$ cat config.mk
export PLATFORM = sky130hd
export DESIGN_NAME = sram_arbiter
export DESIGN_NICKNAME = d
export VERILOG_FILES = /design/src/rtl/sram_arbiter.sv
export SDC_FILE = /design/constraint.sdc
export NUM_CORES = 1
export LEC_CHECK = 0
export ABC_AREA = 1
export CAP_MARGIN = 20
export CORE_AREA = 2 2 100 102
export DETAILED_ROUTE_END_ITERATION = 10
export DIE_AREA = 0 0 102 104
export PLACE_DENSITY = 0.68
export SLEW_MARGIN = 10
export SYNTH_ARGS = -nofsm -noshare
export SYNTH_HDL_FRONTEND = slang
export SYNTH_SLANG_ARGS = --single-unit
$ cat constraint.sdc
create_clock -name clk -period 2.37 [get_ports clk]
set_clock_uncertainty 0.05 [all_clocks]
set_input_delay 0.5925 -clock clk [delete_from_list [all_inputs] [get_ports clk]]
set_output_delay 0.5925 -clock clk [all_outputs]
set_load 0.1 [all_outputs]
$ cat src/rtl/sram_arbiter.sv
// -----------------------------------------------------------------------------
// sram_arbiter
//   Two-port arbiter in front of a single-port SRAM with a 1-cycle registered
//   read. Port 0 is a read-only instruction port; port 1 is a read/write data
//   port. Grants are combinational from the requests and a 1-bit priority
//   pointer that alternates only under contention. Every accepted access is
//   answered exactly one cycle later with an rvalid pulse on the accepting
//   port, carrying read data (in-range reads) or an error flag (out-of-range).
//
// Ports
//   clk, rst_n                  clock, asynchronous active-low reset
//   p0_req/addr                 instruction port request (byte address)
//   p0_gnt/rvalid/rdata/err     instruction port grant and response
//   p1_req/we/be/addr/wdata     data port request (byte address)
//   p1_gnt/rvalid/rdata/err     data port grant and response
//   mem_addr/be/we/wdata        SRAM command (word address)
//   mem_rdata                   SRAM read data, valid the cycle after a read
// -----------------------------------------------------------------------------
module sram_arbiter #(
    parameter int ADDR_WIDTH = 12,
    parameter int WORD_WIDTH = 32,
    parameter int BYTES      = WORD_WIDTH / 8
) (
    input  logic                  clk,
    input  logic                  rst_n,

    input  logic                  p0_req,
    input  logic [31:0]           p0_addr,
    output logic                  p0_gnt,
    output logic                  p0_rvalid,
    output logic [WORD_WIDTH-1:0] p0_rdata,
    output logic                  p0_err,

    input  logic                  p1_req,
    input  logic                  p1_we,
    input  logic [BYTES-1:0]      p1_be,
    input  logic [31:0]           p1_addr,
    input  logic [WORD_WIDTH-1:0] p1_wdata,
    output logic                  p1_gnt,
    output logic                  p1_rvalid,
    output logic [WORD_WIDTH-1:0] p1_rdata,
    output logic                  p1_err,

    output logic [ADDR_WIDTH-1:0] mem_addr,
    output logic [BYTES-1:0]      mem_be,
    output logic                  mem_we,
    output logic [WORD_WIDTH-1:0] mem_wdata,
    input  logic [WORD_WIDTH-1:0] mem_rdata
);

    // Priority pointer: 0 favours p0, 1 favours p1 when both request.
    logic prio_q, prio_d;

    // Response pipeline: one entry describing the access accepted last edge.
    logic vld_q,  vld_d;    // an access was accepted
    logic port_q, port_d;   // 0 = p0, 1 = p1
    logic oor_q,  oor_d;    // access was out of range
    logic rd_q,   rd_d;     // access was a read (return SRAM data)

    logic        gnt0, gnt1;
    logic [31:0] sel_addr;
    logic        oor;
    logic [WORD_WIDTH-1:0] resp_data;

    // -------------------------------------------------------------------------
    // Arbitration and SRAM command
    // -------------------------------------------------------------------------
    always_comb begin
        // NOTE: every signal gets a default before any branch so that no path
        // leaves it unassigned; otherwise synthesis infers a latch.
        gnt0      = 1'b0;
        gnt1      = 1'b0;
        prio_d    = prio_q;
        mem_addr  = '0;
        mem_be    = '0;
        mem_we    = 1'b0;
        mem_wdata = '0;

        if (p0_req && p1_req) begin
            gnt1   = prio_q;
            gnt0   = ~prio_q;
            // The winner was the port named by prio; hand priority to the loser.
            prio_d = ~prio_q;
        end else begin
            gnt0 = p0_req;
            gnt1 = p1_req;
        end

        sel_addr = gnt1 ? p1_addr : p0_addr;
        // Any address bit above the SRAM's byte range makes the access illegal.
        oor      = (sel_addr >> (ADDR_WIDTH + 2)) != 32'd0;

        if (gnt0) begin
            mem_addr = sel_addr[ADDR_WIDTH+1:2];
            mem_be   = '1;
        end else if (gnt1) begin
            mem_addr  = sel_addr[ADDR_WIDTH+1:2];
            mem_be    = p1_be;
            mem_we    = p1_we & ~oor;   // out-of-range writes are accepted but dropped
            mem_wdata = p1_wdata;
        end

        vld_d  = gnt0 | gnt1;
        port_d = gnt1;
        oor_d  = oor;
        rd_d   = gnt0 | (gnt1 & ~p1_we);
    end

    assign p0_gnt = gnt0;
    assign p1_gnt = gnt1;

    // -------------------------------------------------------------------------
    // State
    // -------------------------------------------------------------------------
    // NOTE: sequential state uses non-blocking assignments so every flop
    // samples its pre-edge value regardless of statement order.
    always_ff @(posedge clk or negedge rst_n) begin
        if (!rst_n) begin
            prio_q <= 1'b0;
            vld_q  <= 1'b0;
            port_q <= 1'b0;
            oor_q  <= 1'b0;
            rd_q   <= 1'b0;
        end else begin
            prio_q <= prio_d;
            vld_q  <= vld_d;
            port_q <= port_d;
            oor_q  <= oor_d;
            rd_q   <= rd_d;
        end
    end

    // -------------------------------------------------------------------------
    // Response: SRAM data only for in-range reads, zero otherwise. Because
    // vld_q is cleared asynchronously, all response outputs are 0 in reset and
    // any access accepted just before reset never produces an rvalid.
    // -------------------------------------------------------------------------
    assign resp_data = (vld_q && rd_q && !oor_q) ? mem_rdata : '0;

    assign p0_rvalid = vld_q & ~port_q;
    assign p1_rvalid = vld_q &  port_q;
    assign p0_rdata  = p0_rvalid ? resp_data : '0;
    assign p1_rdata  = p1_rvalid ? resp_data : '0;
    assign p0_err    = p0_rvalid & oor_q;
    assign p1_err    = p1_rvalid & oor_q;

endmodule

==> results by group <==
Outcome
  – Outcome: finished clean

Finish
  – Layout Nets: approximately 660
  – Final Util: a little over two thirds
  – Ratio of cells with drive above 1 in the final layout: between 50 and 60%
  – Area growth, synth to finish: 393.6%

Placement
  – Gpl congestion: roughly 0.8
  – Place WS: -0.2858 ns
  – Port bufs: approximately 250
  – HPWL after DPL: around 8600 um

Clock tree
  – Post-cts hold buffer count: 0
  – CTS clock-pin slew for the worst setup and hold paths: ~0.030 ns
  – Clock tree root driver cell: clkbuf_8
  – CTS tree: built
  – CTS sink count: 5
  – CTS Buf Count: 3
  – CTS max path bufs: 2
  – CTS H-tree lvls: 1
  – Clk_lat worst skew: 0.22 ns

STA
  – Final setup fails: 0
  – RSZ-0062 raised after global routing: yes
  – Fin. max-slew vios: 0
  – Final worst setup slack: approximately 0.037 ns
  – Hold Fails Final Rpt: 0
  – Fmax: between 400 and 500 MHz
  – Fin crit share: between 90% and 100%
  – Worst-margin pin slew: ~0.65 ns
  – Slew headroom: roughly 57%
  – Tmin final: 2.333 ns

GRT
  – Largest net degree at the start of global routing: 24
  – GRT Util Overall: ~18%
  – Initial antenna violation count: 2
  – Vias in the first global route: just under 3000
  – First-pass GRT wire length: roughly 15000 um
  – GR Overflow Total: 0

Critical path
  – Startpoint Class: input port
  – Worst-path fanout max: 2
  – Setup CP Type: in2out
  – Critical path endpoint category: output port
  – Worst EP required: roughly 1.7 ns
  – Worst EP arrival: ~1.7 ns
  – Cell at the slowest stage of the critical path: clkdlybuf4s50_1
  – CP top delay family: buffers and inverters
  – Worst-path cell chain: clkdlybuf4s50_1 -> nor2_1 -> and2_4 -> nand3_2 -> a21oi_4 -> buf_12
  – Largest stage delay on the critical path: roughly 0.4 ns
  – Buf+Inv Stages, Crit Path: 2

Logic synthesis
  – Post-synth cell types: 26
  – Post-Syn Area: approximately 1400 um2
  – Fraction of synthesized area in multiplexers: 0%
  – Ranking of synthesized cells by area: nor3_1, inv_1, nor2_1
  – Simple logic cell fraction of the synthesized area: about 51%
  – Post-synthesis register bit count: 5
  – Syn Area/Cell: around 5.2 um2
  – Largest family of logic cells by synthesized area: simple AND/OR/NAND/NOR gates
  – Seq/Total Area, Yosys: between 9 and 10%
  – Synthesized net count: 397
  – Compound-Gate Fraction of Synth Area: between 10% and 20%
  – Synth top cells by count: inv_1, nor3_1, nor2_1, nand2_1, a22o_2
  – Fraction of post-synthesis cell area in the top cell type by area: between 20% and 30%
  – Commonest register cell after synthesis: dfrtp_1
  – XOR/XNOR Fraction of Synth Area: less than 1%
  – Post-Syn Instances: between 200 and 300
  – Leading area contributor after synthesis: nor3_1
  – Most common cell in the netlist: inv_1
  – Asr flop ratio synth: 100.0%
  – Post-synth EDFFs: 0
  – Post-Synth Adder-Cell Area: 0%
  – Syn. warnings: 0

Run
  – Max_cap viols: 0

Power and ir drop
  – Power per cell area: between 400 and 500 nW/um2
  – Clock Power Share: under 10%
  – Logic pwr share: between 80% and 90%
  – Internal cell power: between 1 and 1.5 mW
  – Net Sw Power: around 1.6 mW
  – Switching Share: about 58%
  – Power Total: about 2.8 mW
  – Pleak: around 3 nW
  – Max IR drop VDD: between 0.0005 and 0.0006 V
  – Sequential group share of total power: around 4.5%

Detailed routing
  – # DRC: 0
  – Final WL: 9537 um
  – DR pass1 iterations: 2
  – 1st-iter DRT viols: 32
  – Post-route ant nets: 0
  – Via count: between 2000 and 3000
  – Vias per inst: about 4.2
  – WL per Instance: roughly 14 um

Die
  – Core Box Area: 9549 um2
  – Starting density of the core: ~14%
  – Rows: 36
  – Horiz. Die Dim: 102 um
  – Num ports: between 200 and 300
  – Die height: ~100 um
  – Die ar.: roughly 11000 um2

Min path
  – Hold WC Path Type: in2async
-- cells in the final DEF (no fill, tap or decap), types with 4 or more instances in the layout --
cell type	synthesis	final
buf_12	0	130
clkdlybuf4s50_1	0	98
inv_1	67	65
nor3_4	0	64
nor2_4	0	36
dlygate4sd2_1	0	19
nand2_1	17	16
nor2_1	57	16
dlymetal6s2s_1	0	13
buf_4	4	13
a22o_4	0	10
nor2_2	0	5
inv_2	5	4
dfrtp_1	5	4
-- power by group through the flow --
stage / sequential, mW / combinational (mW) / clock (mW)
6_report: 0.126 / 2.51 / 0.157
5_1_grt: 0.128 / 2.59 / 0.167
2_1_floorplan: 0.120 / 1.47 / 0
3_5_place_dp: 0.127 / 2.43 / 0
4_1_cts: 0.126 / 2.48 / 0.163
3_3_place_gp: 0.126 / 2.41 / 0
-- worst reg2reg max path: stages, from the launching register on --
cell	delay (ns)
dfrtp_1	0.43
inv_2	0.08
a21oi_4	0.24
buf_12	0.16
nor2_4	0.03
nand3_2	0.08
and2_1	0.12
-- timing repair --
| action | 4_1_cts | 5_1_grt |
|---|---|---|
| resized for setup | 36 | 35 |
| gates cloned | 1 | 0 |
| endpoints found under the setup margin | 67 | 19 |
| setup buffers | 3 | 1 |
| pin swaps | 24 | 17 |
-- final timing paths --
check	endpoint	cells past startpoint	start	slack, ns
worst max register to register	oor_q$_DFF_PN0_	6	prio_q$_DFFE_PN0N_	1.11
worst min-delay path	prio_q$_DFFE_PN0N_	1	rst_n	0.54
worst max-delay path	mem_we	6	p0_addr[28]	0.04
min in group clk	prio_q$_DFFE_PN0N_	2	prio_q$_DFFE_PN0N_	0.60
max in group asynchronous	vld_q$_DFF_PN0_	1	rst_n	1.53
worst min register to register	prio_q$_DFFE_PN0N_	2	prio_q$_DFFE_PN0N_	0.60
-- logic make-up after synthesis --
kind of cell	count (synthesis)
and+or+nand+nor	148
buffers and inverters	90
AOI/OAI and AO/OA	16
DFF	5
xor gates and xnor gates	1
-- sequential cells by signal, indices dropped and copies added (netlist names) --
name    flops
oor_q       1
port_q      1
prio_q      1
rd_q        1
vld_q       1
-- layer usage --
layer | part of all wire (%) | track usage (%) | routed length (um) | vias up
met3 | 10 | 5.914 | 978 | 16
met4 | 2.2 | 4.476 | 207 | 0
li1 | - | - | - | 1338
met5 | 0 | 0 | 0 | -
met2 | 56 | 33.51 | 5384 | 155
met1 | 31 | 17.79 | 2968 | 1236
-- metrics by stage --
stage               hold WS [ns]  TNS [ns]  instance area (um2)  instances
CTS                       0.5412   -0.3053                 6545        657
global placement          0.5887    -8.280                 6411        649
detailed placement        0.5980    -8.935                 6411        649
finish                    0.5417         0                 6683        660
floorplan                 0.2469    -16.09                 2419        260
global route              0.5632  -0.04006                 6683        660
-- layout make-up --
type,count,area (um2)
repair buffers,279,4081
fillers,656,2867
multi-input cells,165,1976
inverters,72,282.8
well taps,133,166.4
flip-flops and latches,5,126.4
clock buffers,4,45.04
diodes,2,5.005
Note: power is estimated with default switching activity, not from simulation.
